==> config.mk <==
export PLATFORM = sky130hd
export DESIGN_NAME = mem_arbiter
export DESIGN_NICKNAME = d
export VERILOG_FILES = /design/src/rtl/cpu_types_pkg.sv /design/src/rtl/arb_starve_ctr.sv /design/src/rtl/mem_arbiter.sv
export SDC_FILE = /design/constraint.sdc
export NUM_CORES = 1
export LEC_CHECK = 0
export CAP_MARGIN = 0
export CELL_PAD_IN_SITES_DETAIL_PLACEMENT = 0
export CELL_PAD_IN_SITES_GLOBAL_PLACEMENT = 1
export CORE_ASPECT_RATIO = 0.9
export CORE_UTILIZATION = 14
export DETAILED_ROUTE_END_ITERATION = 16
export GPL_ROUTABILITY_DRIVEN = 1
export PLACE_DENSITY_LB_ADDON = 0.1
export SYNTH_ARGS = -nofsm -noshare
export SYNTH_HDL_FRONTEND = slang
export SYNTH_SLANG_ARGS = --single-unit
==> constraint.sdc <==
create_clock -name CLK -period 2.65 [get_ports CLK]
set_clock_uncertainty 0.15 [all_clocks]
set_input_delay 0.53 -clock CLK [delete_from_list [all_inputs] [get_ports CLK]]
set_output_delay 0.53 -clock CLK [all_outputs]
set_load 0.02 [all_outputs]
==> src/rtl/cpu_types_pkg.sv <==
// Shared CPU memory-side types: machine word, RAM status, and the arbiter state encoding.
// Imported by mem_arbiter and arb_starve_ctr.
package cpu_types_pkg;

   typedef logic [31:0] word_t;

   typedef enum logic [1:0] {
      FREE   = 2'd0,
      BUSY   = 2'd1,
      ACCESS = 2'd2,
      ERROR  = 2'd3
   } ramstate_t;

   typedef enum logic [1:0] {
      IDLE  = 2'd0,
      I_ACC = 2'd1,
      D_ACC = 2'd2
   } arb_state_t;

   localparam int STARVE_W = 4;

endpackage

==> src/rtl/arb_starve_ctr.sv <==
// Saturating count of data grants completed while a fetch was waiting.
// sat_o tells the arbiter that the next fetch must be forced ahead of data.
module arb_starve_ctr
   import cpu_types_pkg::*;
#(
   parameter int STARVE_MAX = 4
) (
   input  logic                clk_sys,
   input  logic                rst_i,
   input  logic                inc_i,
   input  logic                clr_i,
   output logic [STARVE_W-1:0] cnt_o,
   output logic                sat_o
);

   localparam logic [STARVE_W-1:0] SAT_VAL = STARVE_W'(STARVE_MAX);

   logic [STARVE_W-1:0] cnt_q;
   logic [STARVE_W-1:0] cnt_d;

   // Clear beats increment; the two never coincide in practice since a grant is one side or the other.
   always_comb begin
      cnt_d = cnt_q;
      if (clr_i) begin
         cnt_d = '0;
      end else if (inc_i && (cnt_q != SAT_VAL)) begin
         cnt_d = cnt_q + STARVE_W'(1);
      end
   end

   always_ff @(posedge clk_sys) begin
      if (rst_i) begin
         cnt_q <= '0;
      end else begin
         cnt_q <= cnt_d;
      end
   end

   assign cnt_o = cnt_q;
   assign sat_o = (cnt_q == SAT_VAL);

endmodule

==> src/rtl/mem_arbiter.sv <==
// Single-port RAM arbiter between instruction fetch and data access; data has priority,
// fetch is forced after STARVE_MAX data grants. Optional stats counters: MEM_ARBITER_STATS_EN.
//
// state | meaning
// IDLE  | no grant; arbitrate this cycle, RAM strobes low
// I_ACC | fetch granted; RAM driven from iaddr until ACCESS/ERROR/withdraw
// D_ACC | data granted; RAM driven from daddr/dstore until ACCESS/ERROR/withdraw
module mem_arbiter
   import cpu_types_pkg::*;
#(
   parameter int ADDR_W     = 32,
   parameter int DATA_W     = 32,
   parameter int STARVE_MAX = 4
) (
   input  logic              CLK,
   input  logic              RST,
   input  logic              iREN,
   input  logic [ADDR_W-1:0] iaddr,
   input  logic              dREN,
   input  logic              dWEN,
   input  logic [ADDR_W-1:0] daddr,
   input  logic [DATA_W-1:0] dstore,
   output logic              ihit,
   output logic [DATA_W-1:0] iload,
   output logic              dhit,
   output logic [DATA_W-1:0] dload,
   output logic              ramREN,
   output logic              ramWEN,
   output logic [ADDR_W-1:0] ramaddr,
   output logic [DATA_W-1:0] ramstore,
   input  logic [DATA_W-1:0] ramload,
   input  ramstate_t         ramstate,
   output logic              ramerr
`ifdef MEM_ARBITER_STATS_EN
   ,
   output logic [15:0]       igrant_cnt,
   output logic [15:0]       dgrant_cnt,
   output logic [15:0]       starve_cnt
`endif
);

   arb_state_t          state_q;
   arb_state_t          state_d;
   logic [STARVE_W-1:0] dstreak;
   logic                streak_sat;
   logic                streak_inc;
   logic                streak_clr;
   logic                force_fetch;

   arb_starve_ctr #(
      .STARVE_MAX (STARVE_MAX)
   ) u_starve (
      .clk_sys (CLK),
      .rst_i   (RST),
      .inc_i   (streak_inc),
      .clr_i   (streak_clr),
      .cnt_o   (dstreak),
      .sat_o   (streak_sat)
   );

   // Hits and errors are masked while RST is high so a reset cycle never completes an access.
   always_comb begin
      state_d     = state_q;
      ramREN      = 1'b0;
      ramWEN      = 1'b0;
      ramaddr     = '0;
      ramstore    = '0;
      ihit        = 1'b0;
      iload       = '0;
      dhit        = 1'b0;
      dload       = '0;
      ramerr      = 1'b0;
      streak_inc  = 1'b0;
      streak_clr  = 1'b0;
      force_fetch = 1'b0;
      case (state_q)
         IDLE: begin
            if (iREN && streak_sat) begin
               state_d     = I_ACC;
               force_fetch = 1'b1;
            end else if (dREN || dWEN) begin
               state_d = D_ACC;
            end else if (iREN) begin
               state_d = I_ACC;
            end
         end
         D_ACC: begin
            ramaddr  = daddr;
            ramstore = dstore;
            if (!(dREN || dWEN)) begin
               state_d = IDLE;
            end else begin
               ramWEN = dWEN;
               ramREN = !dWEN;
               if (ramstate == ACCESS) begin
                  dhit       = !RST;
                  dload      = (!RST && !dWEN) ? ramload : '0;
                  streak_inc = iREN;
                  state_d    = IDLE;
               end else if (ramstate == ERROR) begin
                  ramerr  = !RST;
                  state_d = IDLE;
               end
            end
         end
         I_ACC: begin
            ramaddr = iaddr;
            if (!iREN) begin
               state_d = IDLE;
            end else begin
               ramREN = 1'b1;
               if (ramstate == ACCESS) begin
                  ihit       = !RST;
                  iload      = RST ? '0 : ramload;
                  streak_clr = 1'b1;
                  state_d    = IDLE;
               end else if (ramstate == ERROR) begin
                  ramerr  = !RST;
                  state_d = IDLE;
               end
            end
         end
         default: state_d = IDLE;
      endcase
   end

   always_ff @(posedge CLK) begin
      if (RST) begin
         state_q <= IDLE;
      end else begin
         state_q <= state_d;
      end
   end

`ifdef MEM_ARBITER_STATS_EN
   logic [15:0] igrant_q;
   logic [15:0] dgrant_q;
   logic [15:0] starve_q;

   always_ff @(posedge CLK) begin
      if (RST) begin
         igrant_q <= '0;
         dgrant_q <= '0;
         starve_q <= '0;
      end else begin
         if (ihit && (igrant_q != 16'hFFFF)) igrant_q <= igrant_q + 16'd1;
         if (dhit && (dgrant_q != 16'hFFFF)) dgrant_q <= dgrant_q + 16'd1;
         if (force_fetch && (starve_q != 16'hFFFF)) starve_q <= starve_q + 16'd1;
      end
   end

   assign igrant_cnt = igrant_q;
   assign dgrant_cnt = dgrant_q;
   assign starve_cnt = starve_q;
`endif

endmodule
Word-level counts from Yosys, hierarchy flattened:

Cells that the tools add are included.

* bits in registers: 6
* input port bits: 135
* output and inout bits: 133
* word-level logic and storage cells: 57

* add/subtract/negate cells: 1
* eq/ne operators: 7
* muxes and demuxes: 39
* reductions and logical operators: 8

Operator list (count)
* $mux W32: 9
* $pmux W32 S2: 1
* $mux W1: 19
* $mux W2: 7
* $eq A2 B2 Y1 const B: 3
* $pmux W2 S3: 1
* $add A4 B1 Y4 const B: 1
* $eq A4 B3 Y1 const B: 1
* $ne A4 B3 Y1 const B: 1
* $ne A4 B4 Y1 const B: 1
* $pmux W1 S2: 2
* $logic_and A1 B1 Y1: 3
* $eq A2 B1 Y1 const B: 1
* $logic_not A1 Y1: 2
* $logic_not A2 Y1: 1
* $reduce_or A2 Y1: 1
* $logic_or A1 B1 Y1: 1

Longest topological paths before layout:

Gate-level depths: netlist of run 1.

* word-level depth: 6
* depth in mapped cells: 7
* depth with buffers taken out: 5

By module:

A second synthesis of run 1 with hierarchy kept.

* cell total of the unflattened synthesis: 238
* area total of the unflattened synthesis: 1691.6 µm²

By module, submodules not included
* mem_arbiter: times used 1, cells each 213, area each 1462.7 µm², sequential area each 40.0 µm²
* arb_starve_ctr: times used 1, cells each 25, area each 229.0 µm², sequential area each 80.1 µm²

Least setup slack after synthesis of run 1:

No wires, ideal clock.

* path type: reg-to-output
* start: register state_q[1]
* end: output port ramerr
* arrival time: 1577 ps
* required time: 1970 ps
* setup slack: 393 ps
* cell stages (with the launch flop): 6
* path buffers: 1
* cells stage by stage: dfxtp_1 inv_1 ha_1 buf_2 o21ai_0 nor4bb_1

* cells in the longest elaborated chain, start to end: 2
* elaborated cells between the ends (all ways): 3
* classes of those cells: eq/ne: 2; mux: 1

Ends and longest elaborated chain
* from (decl): line mem_arbiter.sv:42 `arb_state_t state_q;`
* from (signal assigned): line mem_arbiter.sv:131 `state_q <= state_d;`
* $eq A2 B1 Y1 or $eq A2 B2 Y1 (tied branches): line mem_arbiter.sv:76 `case (state_q)`
* $pmux W1 S2 (*): line mem_arbiter.sv:76
* to (decl): line mem_arbiter.sv:33 `output logic ramerr`

Mark *: on every way between the ends. The rest lies on a longest branch, timed or not.

Worst setup path after layout of run 1:

* start: input port dWEN
* end: output port dload[18]

* cells in the longest elaborated chain, start to end: 6
* elaborated cells between the ends (all ways): 7
* classes of those cells: mux: 4; reduce/logical: 3

Ends and longest elaborated chain
* from (decl): line mem_arbiter.sv:20 `input logic dWEN,`
* $logic_not A1 Y1: line mem_arbiter.sv:97 `dload = (!RST && !dWEN) ? ramload : '0;`
* $logic_and A1 B1 Y1: line mem_arbiter.sv:97
* $mux W32: line mem_arbiter.sv:97
* $mux W32: line mem_arbiter.sv:95 `if (ramstate == ACCESS) begin`
* $mux W32 (*): line mem_arbiter.sv:90 `if (!(dREN || dWEN)) begin`
* $mux W32 (*): line mem_arbiter.sv:76
* to (decl): line mem_arbiter.sv:26 `output logic [DATA_W-1:0] dload,`

Marked as above.

==> out/metrics.cfg, run 1 <==
[job]
maxCapViolations = 0

[place]
place_congestion = 0.756
io_buffers = 267
post-place-ws_ns = -0.409
dp_hpwl_mm = 7.33

[clock_network]
clock_sinks = 6
clk_latency_ns = 0.23
cts_buffers = 3
clock_tree.root_cell = clkbuf_16
cts_buffer_depth = 2
cts_hold_buf = 0
cts_tree = done
h-tree-depth = 1
path_clk_slew_ns = 0.03

[global_route]
grt_max_degree = 34
overflow = 0
grt_antenna_before_repair = 0
grt_pass1_wl_mm = 13.6
grt_use_total = 0.143
grt_pass1_vias = 2685

[critical_path]
reg2regPathDepth = 7
cp_cell_sequence = dlygate4sd2_1 -> nand3b_1 -> nor3_4 -> buf_12 -> bufbuf_16 -> and2_1 -> buf_2
regToRegSetupSlack_ns = 0.77
slowest_stage = dlygate4sd2_1
end_kind = primary output
path_class = in -> out
cpLargestDelayFamily = buffers and inverters
setup.worst_path.start_class = input pin
crit_arrival_ns = 1.91
r2r_start = state_q[0]
worstPathMaxFanout = 8
critPathBufInv = 4
worst_ep_required_time_ns = 1.97
r2r-end = u_starve.cnt_o[3]
worst_path_largest_cell_delay_ns = 0.25

[timing]
fmax_mhz = 386
slew_headroom = 0.765
tightest_slew_ns = 0.349
rsz0062_at_grt = false
maxSlewViolCount = 0
setup_ws_ns = 0.0618
finalCritPeriodShare = 0.977
setup_viol = 0
timing.final.crit_period_ns = 2.59
hold_viol_final = 0
holdWs_ns = 0.335

[logic_synthesis]
synth_cell_types = 31
synth_seq_cells = 6
syn_area_mm2 = 0.00165
synth_warnings = 0
synth_fp_nets = 382
syn_inst = 241
ys_seq_area_frac = 0.0728
avgSynthCellArea_um2 = 6.84

[power]
power.density_cell_area_mw_per_mm2 = 210
leakage_nw = 2.35
p_total_mw = 1.02
ir_worst_vdd_uv = 134

[floorplan]
die_x_um = 116
die_h_um = 105
start_util = 0.144
core_area_mm2 = 0.0114
pin_count = 268
num_rows = 37
dieArea_mm2 = 0.0122

[cells_and_area]
synthToLayoutAreaGrowth_pct = 194
multi_input_area_mm2 = 0.00145
seqCellArea_um2 = 121
fill_cells = 1165
drive_gt1_frac = 0.177
nNetsFinal = 657

[drt]
drt_iter0_markers = 91
drt-wirelength-per-cell_um = 14.0
ant_nets = 0
dr.pass1.iters = 4
vias = 2703
drc = 0
viasPerCell = 4.03
drt-total-wl_mm = 9.40

[hold_path]
whs_endpoint = u_starve.cnt_o[3]
hp-class = reg -> reg
hold_path_depth = 2
min_from = u_starve.cnt_o[3]

[outcome]
status = finished clean

==> per-stage QoR <==
stage / util / instance area (um2) / TNS (ns) / instances
2_1_floorplan: - / 1650 / 0 / 241
6_report: 0.424 / 4850 / 0 / 671
3_5_place_dp: 0.402 / 4600 / -25.84 / 658
3_3_place_gp: 0.402 / 4600 / -24.47 / 658
5_1_grt: 0.424 / 4850 / 0 / 670
4_1_cts: 0.424 / 4850 / -0.107 / 670
==> worst register-to-register path: cells and delay by family (launching register included) <==
kind                       cells  cell delay (ns)
and+or+nand+nor                1             0.36
adders and majority gates      1             0.19
DFF                            1             0.33
AOI/OAI and AO/OA              1             0.12
muxes                          1             0.22
buffers and inverters          3             0.42
==> final cells by class <==
cell class	count	share of cell area
multi-input combinational	208	0.300
sequential	6	0.0250
tap	156	0.0402
clock buffer	3	0.0155
timing repair buffer	291	0.615
antenna	1	0.000516
inverter	6	0.00464
==> cells in the mapped netlist <==
master,instances,share of area
a21o_1,1,0.0046
buf_1,1,0.0023
nand4b_1,1,0.0053
o21ai_0,1,0.0030
inv_1,6,0.014
o32ai_1,2,0.011
dfxtp_1,6,0.073
nor4b_1,1,0.0053
o21ai_1,1,0.0030
ha_1,6,0.046
nor3_1,1,0.0030
nor4bb_1,2,0.012
buf_2,10,0.030
a22oi_1,32,0.15
nor3_2,3,0.018
and3b_1,1,0.0053
nor4_1,2,0.0076
or4b_1,1,0.0061
a211oi_1,1,0.0046
mux2i_1,4,0.024
a21boi_0,1,0.0046
nand2_1,2,0.0046
nor2b_1,32,0.12
nand2b_1,1,0.0038
nor2_1,2,0.0046
clkbuf_1,10,0.023
nand3b_1,4,0.018
o21a_1,1,0.0046
nand3_1,7,0.021
and2_1,97,0.37
a21oi_1,1,0.0030
==> flip-flops by register name, summed over array words and instances (netlist names) <==
name and count:
u_starve.cnt_o 4, state_q 2
==> power by group <==
group,switching [mW],internal (mW),leakage [nW],total (mW)
combinational,0.290,0.393,2.26,0.683
clock,0.0460,0.193,0.0370,0.239
sequential,0.00347,0.0945,0.0492,0.0980
==> cell families (layout without fill, tap and decap cells) <==
group	after synthesis	after routing	share of synthesized area
flip-flops	6	6	0.0728
buffers and inverters	27	300	0.0690
other	0	1	0
AND/OR/NAND/NOR	157	157	0.605
AO/OA/AOI/OAI	41	41	0.184
multiplexers	4	4	0.0243
adder cells (fa/ha/maj)	6	6	0.0455
==> what timing repair did <==
action,in CTS,in global routing
cloned,5,0
gates resized for setup,245,62
buffers inserted,4,0
pin swaps,2,0
setup endpoints to repair,130,56
==> how the worst max path moves through the flow <==
stage / depth (start not counted) / from / to
2_1_floorplan: 5 / state_q[1] / ramerr
4_1_cts: 7 / state_q[1] / ihit
3_3_place_gp: 6 / iREN / iload[28]
6_report: 7 / dWEN / dload[18]
3_5_place_dp: 6 / dWEN / ramerr
5_1_grt: 8 / ramstate[0] / iload[11]
==> cell usage in the layout, fill, tap and decap left out, types with 4 or more instances in the layout <==
| master | Yosys | layout |
|---|---|---|
| ha_1 | 6 | 4 |
| and2_1 | 97 | 97 |
| dlygate4sd2_1 | 0 | 34 |
| nor2b_1 | 32 | 32 |
| clkdlybuf4s15_2 | 0 | 28 |
| clkdlybuf4s50_1 | 0 | 130 |
| a22oi_1 | 32 | 32 |
| buf_12 | 0 | 5 |
| mux2i_1 | 4 | 4 |
| dfxtp_1 | 6 | 5 |
| clkdlybuf4s15_1 | 0 | 26 |
| dlymetal6s2s_1 | 0 | 21 |
| buf_2 | 10 | 10 |
| nand3b_1 | 4 | 4 |
| nand3_1 | 7 | 7 |
| buf_4 | 0 | 18 |
| clkbuf_2 | 0 | 11 |
| inv_1 | 6 | 6 |
==> per-layer routing <==
metal	vias to the layer above	track usage	part of all wire
met2	158	0.297	0.54
met3	8	0.0371	0.11
li1	1365	-	-
met1	1172	0.133	0.33
met4	0	0.0339	0.013
met5	-	0	0
No activity file was read; power rests on OpenSTA's default activity.
==> run 2: changes to the inputs <==
Settings changed: TNS_END_PERCENT from default to 1.
==> out/metrics.cfg, run 2 (synthesis gave the netlist of run 1 again) <==
[clock_network]
cts_buffers = 3  ; unchanged
cts_buffer_depth = 2  ; unchanged
path_clk_slew_ns = 0.03  ; about the same
clk_latency_ns = 0.23  ; about the same
cts_tree = done
h-tree-depth = 1  ; unchanged
clock_tree.root_cell = clkbuf_16
clock_sinks = 6  ; unchanged
postCtsSetupBuffers = 0  ; -4

[global_route]
grt_pass1_vias = 2608  ; -2.9%
overflow = 0  ; unchanged
grt_max_degree = 64  ; +88%
grt_antenna_before_repair = 0  ; unchanged
grt_pass1_wl_mm = 12.8  ; -5.7%
grt_use_total = 0.133  ; -0.0103

[place]
place_area_mm2 = 0.00460  ; unchanged
io_buffers = 267  ; unchanged
place_congestion = 0.756  ; unchanged
dp_hpwl_mm = 7.33  ; unchanged

[drt]
drt-wirelength-per-cell_um = 13.7  ; -2.2%
drt-total-wl_mm = 9.11  ; -3.1%
dr.pass1.iters = 4  ; unchanged
ant_nets = 0  ; unchanged
drc = 0  ; unchanged
vias = 2681  ; -0.81%
drt_iter0_markers = 75  ; -18%
viasPerCell = 4.03  ; about the same

[cells_and_area]
drive_gt1_frac = 0.187  ; +0.00997
final_cell_mix = clkdlybuf4s50_1 (131), and2_1 (97), dlygate4sd2_1 (64)
synthToLayoutAreaGrowth_pct = 171
final_common_cell = clkdlybuf4s50_1
nNetsFinal = 651  ; -0.91%
finalInstanceArea_mm2 = 0.00447  ; -7.8%
fill_cells = 1229  ; +5.5%
largest_reg_flops = 4  ; unchanged

[job]
maxCapViolations = 0  ; unchanged

[floorplan]
pin_count = 268  ; unchanged
core_area_mm2 = 0.0114  ; unchanged
die_x_um = 116  ; unchanged
num_rows = 37  ; unchanged
start_util = 0.144  ; unchanged
dieArea_mm2 = 0.0122  ; unchanged
die_h_um = 105  ; unchanged

[power]
ir_worst_vdd_uv = 133  ; -0.72%
leakage_nw = 2.17  ; -7.8%
p_total_mw = 0.990  ; -3.0%
power.density_cell_area_mw_per_mm2 = 222  ; +5.3%

[critical_path]
worstPathMaxFanout = 33  ; +25
crit_arrival_ns = 1.89  ; -0.02 ns
end_kind = primary output
worst_ep_required_time_ns = 1.97  ; about the same
path_class = in -> out
setup.worst_path.start_class = input pin

[timing]
fmax_mhz = 390  ; +0.85%
timing.final.crit_period_ns = 2.57  ; -0.0219 ns
rsz0062_at_grt = true
hold_viol_final = 0  ; unchanged
setup_viol = 0  ; unchanged
slew_headroom = 0.738  ; -0.0269
tightest_slew_ns = 0.391  ; +0.0423 ns
holdWs_ns = 0.340  ; +0.00532 ns
maxSlewViolCount = 0  ; unchanged
finalCritPeriodShare = 0.968  ; -0.00825

[outcome]
status = finished clean

[hold_path]
hp-class = reg -> reg

-- run 2: cell types whose count changed in the layout (fill, tap and decap cells not counted), moves of 2 or more --
cell             change
buf_16               -2
buf_2               +33
buf_4                +8
bufbuf_16            -3
clkbuf_16            +2
clkbuf_2            -11
clkdlybuf4s15_1     -25
clkdlybuf4s15_2     -22
dlygate4sd2_1       +30
dlymetal6s2s_1      -16
-- run 2: worst max-delay path: stages --
cell,delay [ns]
clkdlybuf4s50_1,0.51
nand2_2,0.10
nor3_4,0.16
buf_12,0.18
and2_1,0.13
clkdlybuf4s15_2,0.26
-- run 2: final cells by class --
class	count	area [um2]	share of cell area
timing repair buffer	285	2600	0.582
multi-input combinational	208	1450	0.325
tap	156	195	0.0437
sequential	6	120	0.0269
clock buffer	3	75.1	0.0168
inverter	6	22.5	0.00504
antenna	1	2.50	0.000560
-- run 2: metal layers --
| layer | up-vias | GRT usage | part of all wire |
|---|---|---|---|
| li1 | 1355 | - | - |
| met1 | 1148 | 0.125 | 0.33 |
| met2 | 168 | 0.267 | 0.52 |
| met3 | 10 | 0.0429 | 0.13 |
| met4 | 0 | 0.0339 | 0.015 |
| met5 | - | 0 | 0 |
-- run 2: final timing paths --
kind	end	start	cells after the start	slack [ns]
max reg2reg	u_starve.cnt_o[3]	state_q[0]	7	0.79
max	iload[27]	iREN	6	0.08
min reg2reg	u_starve.cnt_o[3]	u_starve.cnt_o[3]	2	0.34
min	u_starve.cnt_o[3]	u_starve.cnt_o[3]	2	0.34
-- run 2: timing repair --
item,in CTS,in global routing
resized for setup,320,32
cloned,0,3
hold buffers,0,0
pin swaps,0,3
setup endpoints to repair,130,16
-- run 2: power by group --
part	internal (mW)	switching, mW	leakage, nW	total (mW)
clock network	0.193	0.0475	0.0370	0.241
registers	0.0943	0.00304	0.0487	0.0974
logic	0.367	0.285	2.08	0.652
-- run 2: metrics by stage --
step / setup TNS (ns) / instances / util / worst slack (ns)
3_3_place_gp: -24.47 / 658 / 0.402 / -0.392
2_1_floorplan: 0 / 241 / - / 0.393
3_5_place_dp: -25.84 / 658 / 0.402 / -0.409
6_report: 0 / 665 / 0.391 / 0.0836
5_1_grt: -0.0103 / 664 / 0.391 / -0.0103
4_1_cts: -0.0996 / 661 / 0.380 / -0.0611
